### config.mk
export PLATFORM = sky130hd
export DESIGN_NAME = round_robin_demux
export DESIGN_NICKNAME = d
export VERILOG_FILES = /design/src/rtl/round_robin_demux_pkg.sv /design/src/rtl/round_robin_demux_slot.sv /design/src/rtl/round_robin_demux.sv
export SDC_FILE = /design/constraint.sdc
export NUM_CORES = 1
export LEC_CHECK = 0
export ABC_CLOCK_PERIOD_IN_PS = 2200
export CORE_MARGIN = 2
export CORE_UTILIZATION = 46
export CTS_BUF_LIST = sky130_fd_sc_hd__clkbuf_2
export DETAILED_ROUTE_END_ITERATION = 8
export PLACE_DENSITY = 0.81
export SETUP_SLACK_MARGIN = 0.1
export SLEW_MARGIN = 40
export SYNTH_ARGS = -nofsm -noshare
export SYNTH_HDL_FRONTEND = slang
export SYNTH_HIERARCHICAL = 1
export SYNTH_SLANG_ARGS = --single-unit
### constraint.sdc
create_clock -name clk -period 2.2 [get_ports clk]
set_clock_uncertainty 0.2 [all_clocks]
set_input_delay 0.55 -clock clk [delete_from_list [all_inputs] [get_ports clk]]
set_output_delay 0.55 -clock clk [all_outputs]
set_load 0.02 [all_outputs]
### src/rtl/round_robin_demux_pkg.sv
// Shared helpers for round_robin_demux: pointer width, wrapped increment and
// the cyclic first-free search used by the work-conserving build.
package round_robin_demux_pkg;

  localparam int MAX_N = 32;

  function automatic int ptr_w(input int n);
    return (n <= 2) ? 1 : $clog2(n);
  endfunction

  function automatic int next_idx(input int idx, input int n);
    return (idx >= n - 1) ? 0 : idx + 1;
  endfunction

  // First set bit of free[0..n-1], scanning cyclically from start; returns start if none.
  function automatic int first_free(input logic [MAX_N-1:0] free, input int start, input int n);
    int   idx;
    logic found;
    first_free = start;
    found      = 1'b0;
    for (int k = 0; k < MAX_N; k++) begin
      if (k < n) begin
        idx = start + k;
        if (idx >= n) idx = idx - n;
        if (!found && free[idx]) begin
          first_free = idx;
          found      = 1'b1;
        end
      end
    end
  endfunction

endpackage

### src/rtl/round_robin_demux_slot.sv
// One-entry valid/ready output register of round_robin_demux.
module demux_slot #(
  parameter int WIDTH = 8
) (
  input  logic             clk,
  input  logic             rst,
  input  logic             fill,
  input  logic [WIDTH-1:0] fill_data,
  input  logic             drain_ready,
  output logic             full,
  output logic [WIDTH-1:0] data
);

  logic             full_q, full_d;
  logic [WIDTH-1:0] buf_q, buf_d;

  // A fill wins over a drain in the same cycle so the slot sustains one word per cycle.
  always_comb begin
    full_d = full_q;
    buf_d  = buf_q;
    if (fill) begin
      full_d = 1'b1;
      buf_d  = fill_data;
    end else if (full_q && drain_ready) begin
      full_d = 1'b0;
    end
  end

  always_ff @(posedge clk) begin
    if (rst) begin
      full_q <= 1'b0;
      buf_q  <= '0;
    end else begin
      full_q <= full_d;
      buf_q  <= buf_d;
    end
  end

  assign full = full_q;
  assign data = buf_q;

endmodule

### src/rtl/round_robin_demux.sv
// Streaming 1-to-N round-robin demultiplexer with a registered slot per channel.
// Define ROUND_ROBIN_DEMUX_SKIP_EN for work-conserving steering past stuck channels.
module round_robin_demux
  import round_robin_demux_pkg::*;
#(
  parameter int WIDTH = 8,
  parameter int N     = 4
) (
  input  logic               clk,
  input  logic               rst,
  input  logic               up_valid,
  output logic               up_ready,
  input  logic [WIDTH-1:0]   up_data,
  output logic [N-1:0]       down_valid,
  input  logic [N-1:0]       down_ready,
  output logic [N*WIDTH-1:0] down_data
);

  localparam int PW = ptr_w(N);

  logic [PW-1:0] ptr_q, ptr_d, tgt;
  logic [N-1:0]  full, free, fill;
  logic          xfer;

  // Handshake: a word moves on any edge where valid and ready are both high;
  // up_ready may follow down_ready combinationally, down_valid is pure flop output.
  assign free = ~full | down_ready;

`ifdef ROUND_ROBIN_DEMUX_SKIP_EN
  assign tgt      = PW'(first_free(MAX_N'(free), int'(ptr_q), N));
  assign up_ready = |free;
`else
  assign tgt      = ptr_q;
  assign up_ready = free[ptr_q];
`endif

  assign xfer = up_valid && up_ready;

  for (genvar g = 0; g < N; g++) begin : g_slot
    assign fill[g] = xfer && (tgt == PW'(g));
    demux_slot #(.WIDTH(WIDTH)) u_slot (
      .clk         (clk),
      .rst         (rst),
      .fill        (fill[g]),
      .fill_data   (up_data),
      .drain_ready (down_ready[g]),
      .full        (full[g]),
      .data        (down_data[g*WIDTH +: WIDTH])
    );
  end

  assign down_valid = full;

  always_comb begin
    ptr_d = ptr_q;
    if (xfer) ptr_d = PW'(next_idx(int'(tgt), N));
  end

  always_ff @(posedge clk) begin
    if (rst) ptr_q <= '0;
    else     ptr_q <= ptr_d;
  end

endmodule

==> flow_summary.ini, run 1 <==
[run_status]
run_status = finished, violations left
violations = setup timing

[placed_design]
dpl.cell_count = 246
io_buffers = 51
placed_cell_area_sq_mm = 0.002170
dp_hpwl_mm = 2.625
gp_congestion = 0.7293
post-place-ws_ps = -736.3

[synthesis]
syn_area_sq_mm = 0.001524
ys_seq_area_share_pct = 49.92
avgSynthCellArea_sq_um = 10.66
post_synth_num_cell_types = 20
synthCells = 143
yosysWarnings = 6
syn-num-nets = 162
ys_seq_elements = 38

[global_route]
grt.overflow.total = 0
grt_pass1_vias = 1226
grt_max_degree = 17
grt_pass1_wl_mm = 5.485
grt_usage_pct = 20.05
antenna_found_initial = 0

[clocking]
root_buffer = clkbuf_2
holdBufCountCts = 0
htree_levels = 2
insertion_delay_ps = 370
cts_tree = yes
clock_sinks = 38
cts_buffer_depth = 2
cts-buffers-inserted = 5
clk_pin_slew_ps = 160

[setup_path]
cp.arrival_ps = 1450
reg2reg_from = ptr_q[1]
timing.reg2reg.worst_path_depth = 7
worst_path_dominant_cell_family = simple AND/OR/NAND/NOR gates
slowest_delay_ps = 290
r2r_setup_slack_ps = 220
crit_buf_inv = 2
crit_chain = clkdlybuf4s15_1, and4bb_4, nor4_4, buf_4
crit_slowest_cell = nor4_4
crit_path_end_kind = primary output
r2r_end = g_slot[3].u_slot/data[5]
start_kind = input port
worstPathRequired_ps = 1450
path_class = input port to primary output
cp_max_fo = 2

[cells_and_area]
fillers = 266
final_util_pct = 71.37
nets = 228
fin_cells = 254
syn_to_final_growth_pct = 45.32
final_cell_area_sq_mm = 0.002215
drive_gt1_share_pct = 15.71
diodes = 0

[detailed_routing]
dr.pass1.iters = 4
avgRoutedWirePerCell_um = 13.64
drt_wl_total_mm = 3.465
drtIter0Drc = 24
vias = 1202
drc = 0
viasPerCell = 4.732
ant_nets = 0

[pwr]
power_frac_clock_pct = 29.2
p_comb_share_pct = 19.0
netSwitchingPower_uw = 377.8
internal_power_uw = 1053
p_leak_uw = 0.001028
peakVddDrop_mv = 0.5516
power-per-cell-area_mw_per_mm2 = 646.1
netSwitchingFraction_pct = 26.41
pwr-share-seq_pct = 51.9

[floorplan]
rows = 20
core_sq_mm = 0.003103
die_area_sq_mm = 0.003790
fp.dieW_um = 61.56
initial_core_util_pct = 49.11
die_h_um = 61.56
ioPinCount = 52

[worst_hold_path]
hold_path_class = flop to flop
whs_path_depth = 2
min_to = g_slot[3].u_slot/full
hp-start = g_slot[3].u_slot/full

[timing]
hold_viol = 0
period_minus_slack_ps = 2200
tns_ps = -0.4511
setup_viol = 1
fmax_mhz = 454.5
rsz0062_at_grt = true
period_share_pct = 100.0
relSlewSlack_pct = 81.47
tightestPinTransition_ps = 276.7
drv_slew = 0
final.setup.worst_slack_ps = -0.4511

[run]
cap_viol_max_count = 0
-- tightest hold or removal path, cell delays in order (launching register included) --
cell      delay [ps]
dfxtp_1          350
nand2b_1          70
a21oi_1           60
-- through the flow --
step	hold slack, ps	total power [uW]
final	297.1	1431
after global routing	320.2	1496
after detailed placement	281.9	1045
after floorplan	350.6	901.8
after global placement	273.2	1035
after CTS	302.6	1445
-- synth_stat cells --
cell type	number	share of area, %
and3_1	4	1.6
and4bb_4	1	1.1
nor4b_2	1	0.98
mux2i_1	32	21
and4bb_1	1	0.82
inv_1	6	1.5
ha_1	4	3.3
nor3_1	1	0.33
buf_6	4	3.0
nand4b_1	1	0.57
nand3_1	1	0.33
nor4_4	1	1.4
nor2_1	32	7.9
o31ai_1	2	0.98
a21oi_1	4	1.3
dfxtp_1	38	50
and2_1	1	0.41
nand2b_1	4	1.6
clkbuf_2	4	1.3
and4b_1	1	0.66
-- metal layers --
layer / track usage [%] / routed length, um / share of wire, % / vias to the layer above
li1: - / - / - / 612
met1: 23.02 / 1464 / 42 / 549
met2: 36.24 / 1787 / 52 / 38
met3: 5.882 / 188 / 5.4 / 3
met4: 5.167 / 25 / 0.72 / 0
met5: 0 / 0 / 0 / -
-- kinds of logic (layout without fill, tap and decap cells) --
group,Yosys count,count (layout),synth area share [%]
simple gates,49,49,17.73
buf+inv,14,81,5.747
flops,38,38,49.92
fa+ha+maj,4,4,3.284
compound gates,6,6,2.299
mux,32,32,21.02
-- area by class of cell --
cell class / count / area (sq um) / area share (%)
clock inverter: 2 / 37.54 / 1.695
timing repair buffer: 67 / 604.3 / 27.29
multi-input combinational: 91 / 696.9 / 31.47
inverter: 6 / 22.52 / 1.017
clock buffer: 6 / 30.03 / 1.356
sequential: 38 / 768.2 / 34.69
tap: 44 / 55.05 / 2.486
-- worst max path at each step --
stage,from,endpoint,slack (ps),cells after the start
2_1_floorplan,down_ready[3],g_slot[0].u_slot/data[0],10,6
3_3_place_gp,down_ready[3],up_ready,-690,4
3_5_place_dp,down_ready[3],up_ready,-740,4
4_1_cts,ptr_q[0],up_ready,-70,3
5_1_grt,ptr_q[1],up_ready,-80,3
6_report,down_ready[1],up_ready,-0.5,4
-- power by group through the flow --
stage          registers, uW  logic, uW  clock network, uW
5_1_grt                  747        295                455
4_1_cts                  742        272                430
6_report                 742        271                417
2_1_floorplan            791        111                  0
3_3_place_gp             755        279                  0
3_5_place_dp             757        289                  0
-- placed cells by master, fill, tap and decap left out, drive strengths merged --
cell type and n:
and2 1, dfxtp 38, buf 17, mux2i 32, and4b 1, nor2 32
nand3 1, clkdlybuf4s15 1, a21oi 4, and3 4, nor3 1, nand2b 4
nor4b 1, ha 4, nand4b 1, and4bb 2, nor4 1, inv 6
bufinv 1, o31ai 2, dlygate4sd2 39, clkdlybuf4s50 10, clkinvlp 1, clkbuf 6
-- flip-flops by register name, indices dropped and copies added, names as in the netlist --
signal,count
g_slot.u_slot/data,32
ptr_q,2
g_slot.u_slot/full,4
-- repair_timing --
item / 4_1_cts / 5_1_grt
buffers inserted: 1 / 0
resized for setup: 50 / 4
endpoints found under the setup margin: 72 / 12
pin swaps: 5 / 1
Power figures use the tool's default switching activity.
==> run 2: changes to the inputs <==
--- a/config.mk
+++ b/config.mk
@@ -6,14 +6,14 @@
 export NUM_CORES = 1
 export LEC_CHECK = 0
 export ABC_CLOCK_PERIOD_IN_PS = 2200
+export CAP_MARGIN = 5
 export CORE_MARGIN = 2
-export CORE_UTILIZATION = 46
+export CORE_UTILIZATION = 48
 export CTS_BUF_LIST = sky130_fd_sc_hd__clkbuf_2
 export DETAILED_ROUTE_END_ITERATION = 8
-export PLACE_DENSITY = 0.81
+export PLACE_DENSITY = 0.82
 export SETUP_SLACK_MARGIN = 0.1
 export SLEW_MARGIN = 40
 export SYNTH_ARGS = -nofsm -noshare
 export SYNTH_HDL_FRONTEND = slang
-export SYNTH_HIERARCHICAL = 1
 export SYNTH_SLANG_ARGS = --single-unit
==> run 2 against run 1 <==
- the flow still finishes with violations (setup timing)
- global-route usage decreased by 1.3 points
- design area increased by 1.5%
- via count grew 2.2%
- register-to-register slack better by 110 ps
- highest routed layer unchanged
- non-clock buffer count shrank 6
- die area rose by 4.4%
- sequential power about the same
- largest cell class is now multi-input combinational cells
- synthesized cell count is 4.9% higher
- sequential cell count unchanged
- core utilization decreased by 4.0 points
- fmax decreased by 1.4%
- hold slack lost 8.8 ps
==> flow_summary.ini, run 2 <==
[synthesis]
synth_edf_count = 0
yosysWarnings = 0
syn-num-nets = 169
avgSynthCellArea_sq_um = 11.10
async_flop_share_pct = 0
synth_commonest_cells = nand2b_1, dfxtp_1, mux2i_1
ys_top_cells_by_area = dfxtp_1, mux2i_1, nand2b_1
ys_seq_elements = 38
yosys.area.top_type_share_pct = 45.68
yosysTopAreaCell = dfxtp_1
ys_seq_area_share_pct = 45.68
synth_flop_cell = dfxtp_1
synth_most_common_cell = nand2b_1
syn_area_sq_mm = 0.001665
post_synth_num_cell_types = 18
synthCells = 150

[run_status]
run_status = finished, violations left
violations = setup timing

[global_route]
grt_max_degree = 49
grt_pass1_vias = 1264
grt_pass1_wl_mm = 5.830
grt_usage_pct = 18.72
grt.overflow.total = 0
antenna_found_initial = 0

[cells_and_area]
diodes = 0
final_common_cell = nand2b_1
syn_to_final_growth_pct = 34.94
nets = 223
largest_reg_flops = 32
drive_gt1_share_pct = 18.05
fillers = 291
fin_cells = 251
seq_area_sq_um = 767.0
final_cell_mix = nand2b_1, dlygate4sd2_1, dfxtp_1
multi_input_area_sq_um = 822.0

[floorplan]
core_sq_mm = 0.003337
die_area_sq_mm = 0.003956
ioPinCount = 52
initial_core_util_pct = 49.91
rows = 21
die_h_um = 62.90
fp.dieW_um = 62.90

[setup_path]
cp.arrival_ps = 1480
crit_slowest_cell = mux4_2
path_depth = 4
path_class = input port to primary output
start_kind = input port
slowest_delay_ps = 490
worstPathRequired_ps = 1450
timing.reg2reg.worst_path_depth = 5
cp_max_fo = 2
r2r_setup_slack_ps = 330
crit_buf_inv = 2
crit_chain = clkdlybuf4s15_1, nand2b_4, mux4_2, buf_6
worst_path_dominant_cell_family = multiplexers
crit_path_end_kind = primary output

[pwr]
p_leak_uw = 0.001180
peakVddDrop_mv = 0.3362
power-per-cell-area_mw_per_mm2 = 578.3

[placed_design]
dp_hpwl_mm = 2.474
io_buffers = 51
dpl.cell_count = 241
post-place-ws_ps = -679.0
gp_congestion = 0.6826

[worst_hold_path]
whs_path_depth = 2
hold_path_class = flop to flop

[timing]
period_minus_slack_ps = 2231
drv_slew = 0
tns_ps = -30.62
rsz0062_at_grt = true
setup_viol = 1
period_share_pct = 101.4
tightestPinTransition_ps = 366.4
hold_viol = 0
final.setup.worst_slack_ps = -30.62
relSlewSlack_pct = 75.55
fmax_mhz = 448.3

[detailed_routing]
drt_wl_total_mm = 3.448
ant_nets = 0
dr.pass1.iters = 4
avgRoutedWirePerCell_um = 13.74
viasPerCell = 4.896
vias = 1229
drtIter0Drc = 36
drc = 0

[clocking]
clk_pin_slew_ps = 170
insertion_delay_ps = 370
clock_sinks = 38
htree_levels = 2
cts-buffers-inserted = 5
root_buffer = clkbuf_2
holdBufCountCts = 0
cts_buffer_depth = 2
cts_tree = yes

[run]
cap_viol_max_count = 0
[run 2: cell types whose count changed after synthesis, moves of 5 or more]
cell,before,now
clkbuf_1,0,5
nand2b_1,4,44
inv_1,6,1
nor2_1,32,0
[run 2: final timing paths]
kind                                 start                        to
setup / recovery             down_ready[0]                  up_ready
setup reg to reg     g_slot[0].u_slot.full  g_slot[3].u_slot.data[7]
hold / removal    g_slot[2].u_slot.data[5]  g_slot[2].u_slot.data[5]
hold reg to reg   g_slot[2].u_slot.data[5]  g_slot[2].u_slot.data[5]
[run 2: through the flow]
step	power (uW)	utilization (%)	area, sq um	hold slack (ps)
floorplan	924.2	-	1665	264.2
global placement	1023	65.95	2201	260.3
detailed placement	1034	65.95	2201	270.9
CTS	1316	67.12	2240	292.1
global route	1364	67.34	2247	304.4
finish	1300	67.34	2247	288.3
[run 2: repair_timing]
action,4_1_cts,5_1_grt
cloned,0,0
setup buffers,1,1
setup endpoints to repair,44,1
pin swaps,0,0
gates resized for setup,59,0
[run 2: cells by family (layout without fill, tap and decap cells)]
kind of cell / after synthesis / after routing / synth area share (%)
simple gates: 53 / 53 / 21.26
flops: 38 / 38 / 45.68
mux: 33 / 33 / 20.59
buf+inv: 16 / 71 / 6.761
compound gates: 6 / 6 / 2.705
fa+ha+maj: 4 / 4 / 3.005
[run 2: metal layers]
layer / up-vias / part of all wire [%] / track usage (%)
li1: 602 / - / -
met1: 580 / 44 / 21.61
met2: 39 / 48 / 31.12
met3: 8 / 5.2 / 6.306
met4: 0 / 2.4 / 8.611
met5: - / 0 / 0
[run 2: worst min-delay path, stage by stage (launching register included)]
cell and delay (ps):
dfxtp_1 340, nand2b_1 70, mux2i_1 60
[run 2: area by class of cell]
| cell class | count | area share (%) |
|---|---|---|
| clock buffer | 6 | 1.336 |
| timing repair buffer | 61 | 24.67 |
| tap | 46 | 2.561 |
| inverter | 2 | 0.3341 |
| sequential | 38 | 34.13 |
| clock inverter | 2 | 0.3898 |
| multi-input combinational | 96 | 36.58 |
[run 2: report_power, final]
group          leakage (uW)  switching [uW]  total, uW  internal, uW
clock             0.0000304             213        292          78.2
sequential         0.000311            19.8        744           724
combinational      0.000839             134        264           130
==> run 3: changes to the inputs <==
--- a/config.mk
+++ b/config.mk
@@ -10,8 +10,9 @@
 export CORE_MARGIN = 2
 export CORE_UTILIZATION = 48
 export CTS_BUF_LIST = sky130_fd_sc_hd__clkbuf_2
+export CTS_CLUSTER_SIZE = 16
 export DETAILED_ROUTE_END_ITERATION = 8
-export PLACE_DENSITY = 0.82
+export PLACE_DENSITY = 0.84
 export SETUP_SLACK_MARGIN = 0.1
 export SLEW_MARGIN = 40
 export SYNTH_ARGS = -nofsm -noshare
==> run 3 against run 2 <==
- the flow still finishes with violations (setup timing)
- sequential share of layout area is 0.60 points lower
- routed wire length is 7.3% higher
- sequential power about the same
- setup slack lost 5.8 ps
- hold slack lost 67 ps
==> flow_summary.ini, run 3 (synthesis results as in run 2) <==
[run_status]
run_status = finished, violations left
violations = setup timing

[setup_path]
worstPathRequired_ps = 1450
worst_path_dominant_cell_family = multiplexers
start_kind = input port
r2r_end = g_slot[3].u_slot.data[6]
path_class = input port to primary output
timing.reg2reg.worst_path_depth = 6
cp_max_fo = 2
crit_slowest_cell = mux4_2
crit_end = up_ready
reg2reg_from = ptr_q[0]
cp.arrival_ps = 1490
slowest_delay_ps = 470
crit_start = down_ready[2]
path_depth = 4
crit_path_end_kind = primary output
crit_chain = clkdlybuf4s15_1, nand2b_4, mux4_2, buf_6
r2r_setup_slack_ps = 190
crit_buf_inv = 2

[floorplan]
die_area_sq_mm = 0.003956
initial_core_util_pct = 49.91
ioPinCount = 52
core_sq_mm = 0.003337
rows = 21
fp.dieW_um = 62.90
die_h_um = 62.90

[timing]
rsz0062_at_grt = true
final.setup.worst_slack_ps = -36.42
fmax_mhz = 447.1
setup_viol = 1
drv_slew = 0
hold_slack_ps = 221.6
relSlewSlack_pct = 74.97
tightestPinTransition_ps = 374.3
period_share_pct = 101.7
period_minus_slack_ps = 2236
hold_viol = 0

[detailed_routing]
ant_nets = 0
drc = 0
drtIter0Drc = 27
vias = 1252
viasPerCell = 4.929
drt_wl_total_mm = 3.700
dr.pass1.iters = 4
avgRoutedWirePerCell_um = 14.57

[cells_and_area]
final_cell_area_sq_mm = 0.002287
final_common_cell = nand2b_1
diodes = 0
final_cell_mix = nand2b_1, dlygate4sd2_1, dfxtp_1
drive_gt1_share_pct = 20.19
syn_to_final_growth_pct = 37.34
final_util_pct = 68.54
largest_reg_flops = 32
nets = 227

[placed_design]
placed_cell_area_sq_mm = 0.002208
post-place-ws_ps = -717.4
dp_hpwl_mm = 2.664
gp_congestion = 0.7397
io_buffers = 51

[pwr]
netSwitchingFraction_pct = 26.63
finalPower_uw = 1415
p_comb_share_pct = 18.8
peakVddDrop_mv = 0.5425
internal_power_uw = 1038
power-per-cell-area_mw_per_mm2 = 618.4
netSwitchingPower_uw = 376.7
p_leak_uw = 0.001200
pwr-share-seq_pct = 52.6
power_frac_clock_pct = 28.6

[global_route]
grt_usage_pct = 19.90
antenna_found_initial = 0
grt_pass1_vias = 1340
use_met2_pct = 36.57
grt.overflow.total = 0
use_met3_pct = 5.225
met1_usage_pct = 21.61
grt_pass1_wl_mm = 6.134
grt_busiest_layer = met2
grt_max_degree = 49

[clocking]
clock_sinks = 38
htree_levels = 2
holdBufCountCts = 0
cts_buffer_depth = 2
cts-buffers-inserted = 5
clk_pin_slew_ps = 190
cts_tree = yes
root_buffer = clkbuf_2
insertion_delay_ps = 380

[worst_hold_path]
hold_path_class = input port to flop

[run]
cap_viol_max_count = 0
-- run 3: cell count changes in the layout (fill, tap and decap cells not counted) --
cell             previous run  this run
clkinv_2                    1         0
buf_4                       9        13
clkbuf_2                    6         5
clkdlybuf4s15_1             4         2
buf_2                       0         2
bufinv_16                   0         1
-- run 3: cell type report --
cell class / instances / area, sq um
clock buffers: 5 / 25.02
clock inverters: 2 / 33.78
well taps: 46 / 57.56
flip-flops and latches: 38 / 767.0
repair buffers: 65 / 574.3
fillers: 297 / 1050
inverters: 2 / 7.507
multi-input cells: 96 / 822.0
-- run 3: worst reg2reg max path: stages, from the launching register on --
cell and delay (ps):
dfxtp_2 360, inv_2 60, mux4_2 510, buf_4 150, buf_4 160, nand3_2 260
mux2i_1 230
-- run 3: repair_timing --
action,in CTS,in global routing
buffers inserted,3,2
endpoints found under the setup margin,60,1
gates resized for setup,62,0
-- run 3: how the worst min path moves through the flow --
stage | from | to | slack, ps | cells after the start
global route | down_ready[0] | g_slot[0].u_slot.full | 240 | 3
floorplan | g_slot[1].u_slot.full | g_slot[1].u_slot.full | 260 | 2
finish | down_ready[0] | g_slot[0].u_slot.full | 220 | 3
global placement | g_slot[1].u_slot.data[6] | g_slot[1].u_slot.data[6] | 260 | 2
CTS | down_ready[0] | g_slot[0].u_slot.full | 200 | 3
detailed placement | g_slot[1].u_slot.data[5] | g_slot[1].u_slot.data[5] | 270 | 2
-- run 3: stage by stage --
stage,setup TNS (ps),cells
after floorplan,0,150
after global placement,-11280,242
after detailed placement,-12970,242
after CTS,-46.34,252
after global routing,-72.94,254
final,-36.42,254
-- run 3: layer usage --
metal | part of all wire (%) | wire (um)
met5 | 0 | 0
met4 | 1.4 | 51
met3 | 5.7 | 212
met2 | 51 | 1882
met1 | 42 | 1553
-- run 3: power groups by stage --
stage          Sequential (uW)  Clock (uW)  Combinational (uW)
2_1_floorplan              787           0                 137
3_3_place_gp               754           0                 271
3_5_place_dp               756           0                 279
4_1_cts                    744         412                 264
5_1_grt                    749         437                 285
6_report                   744         405                 266
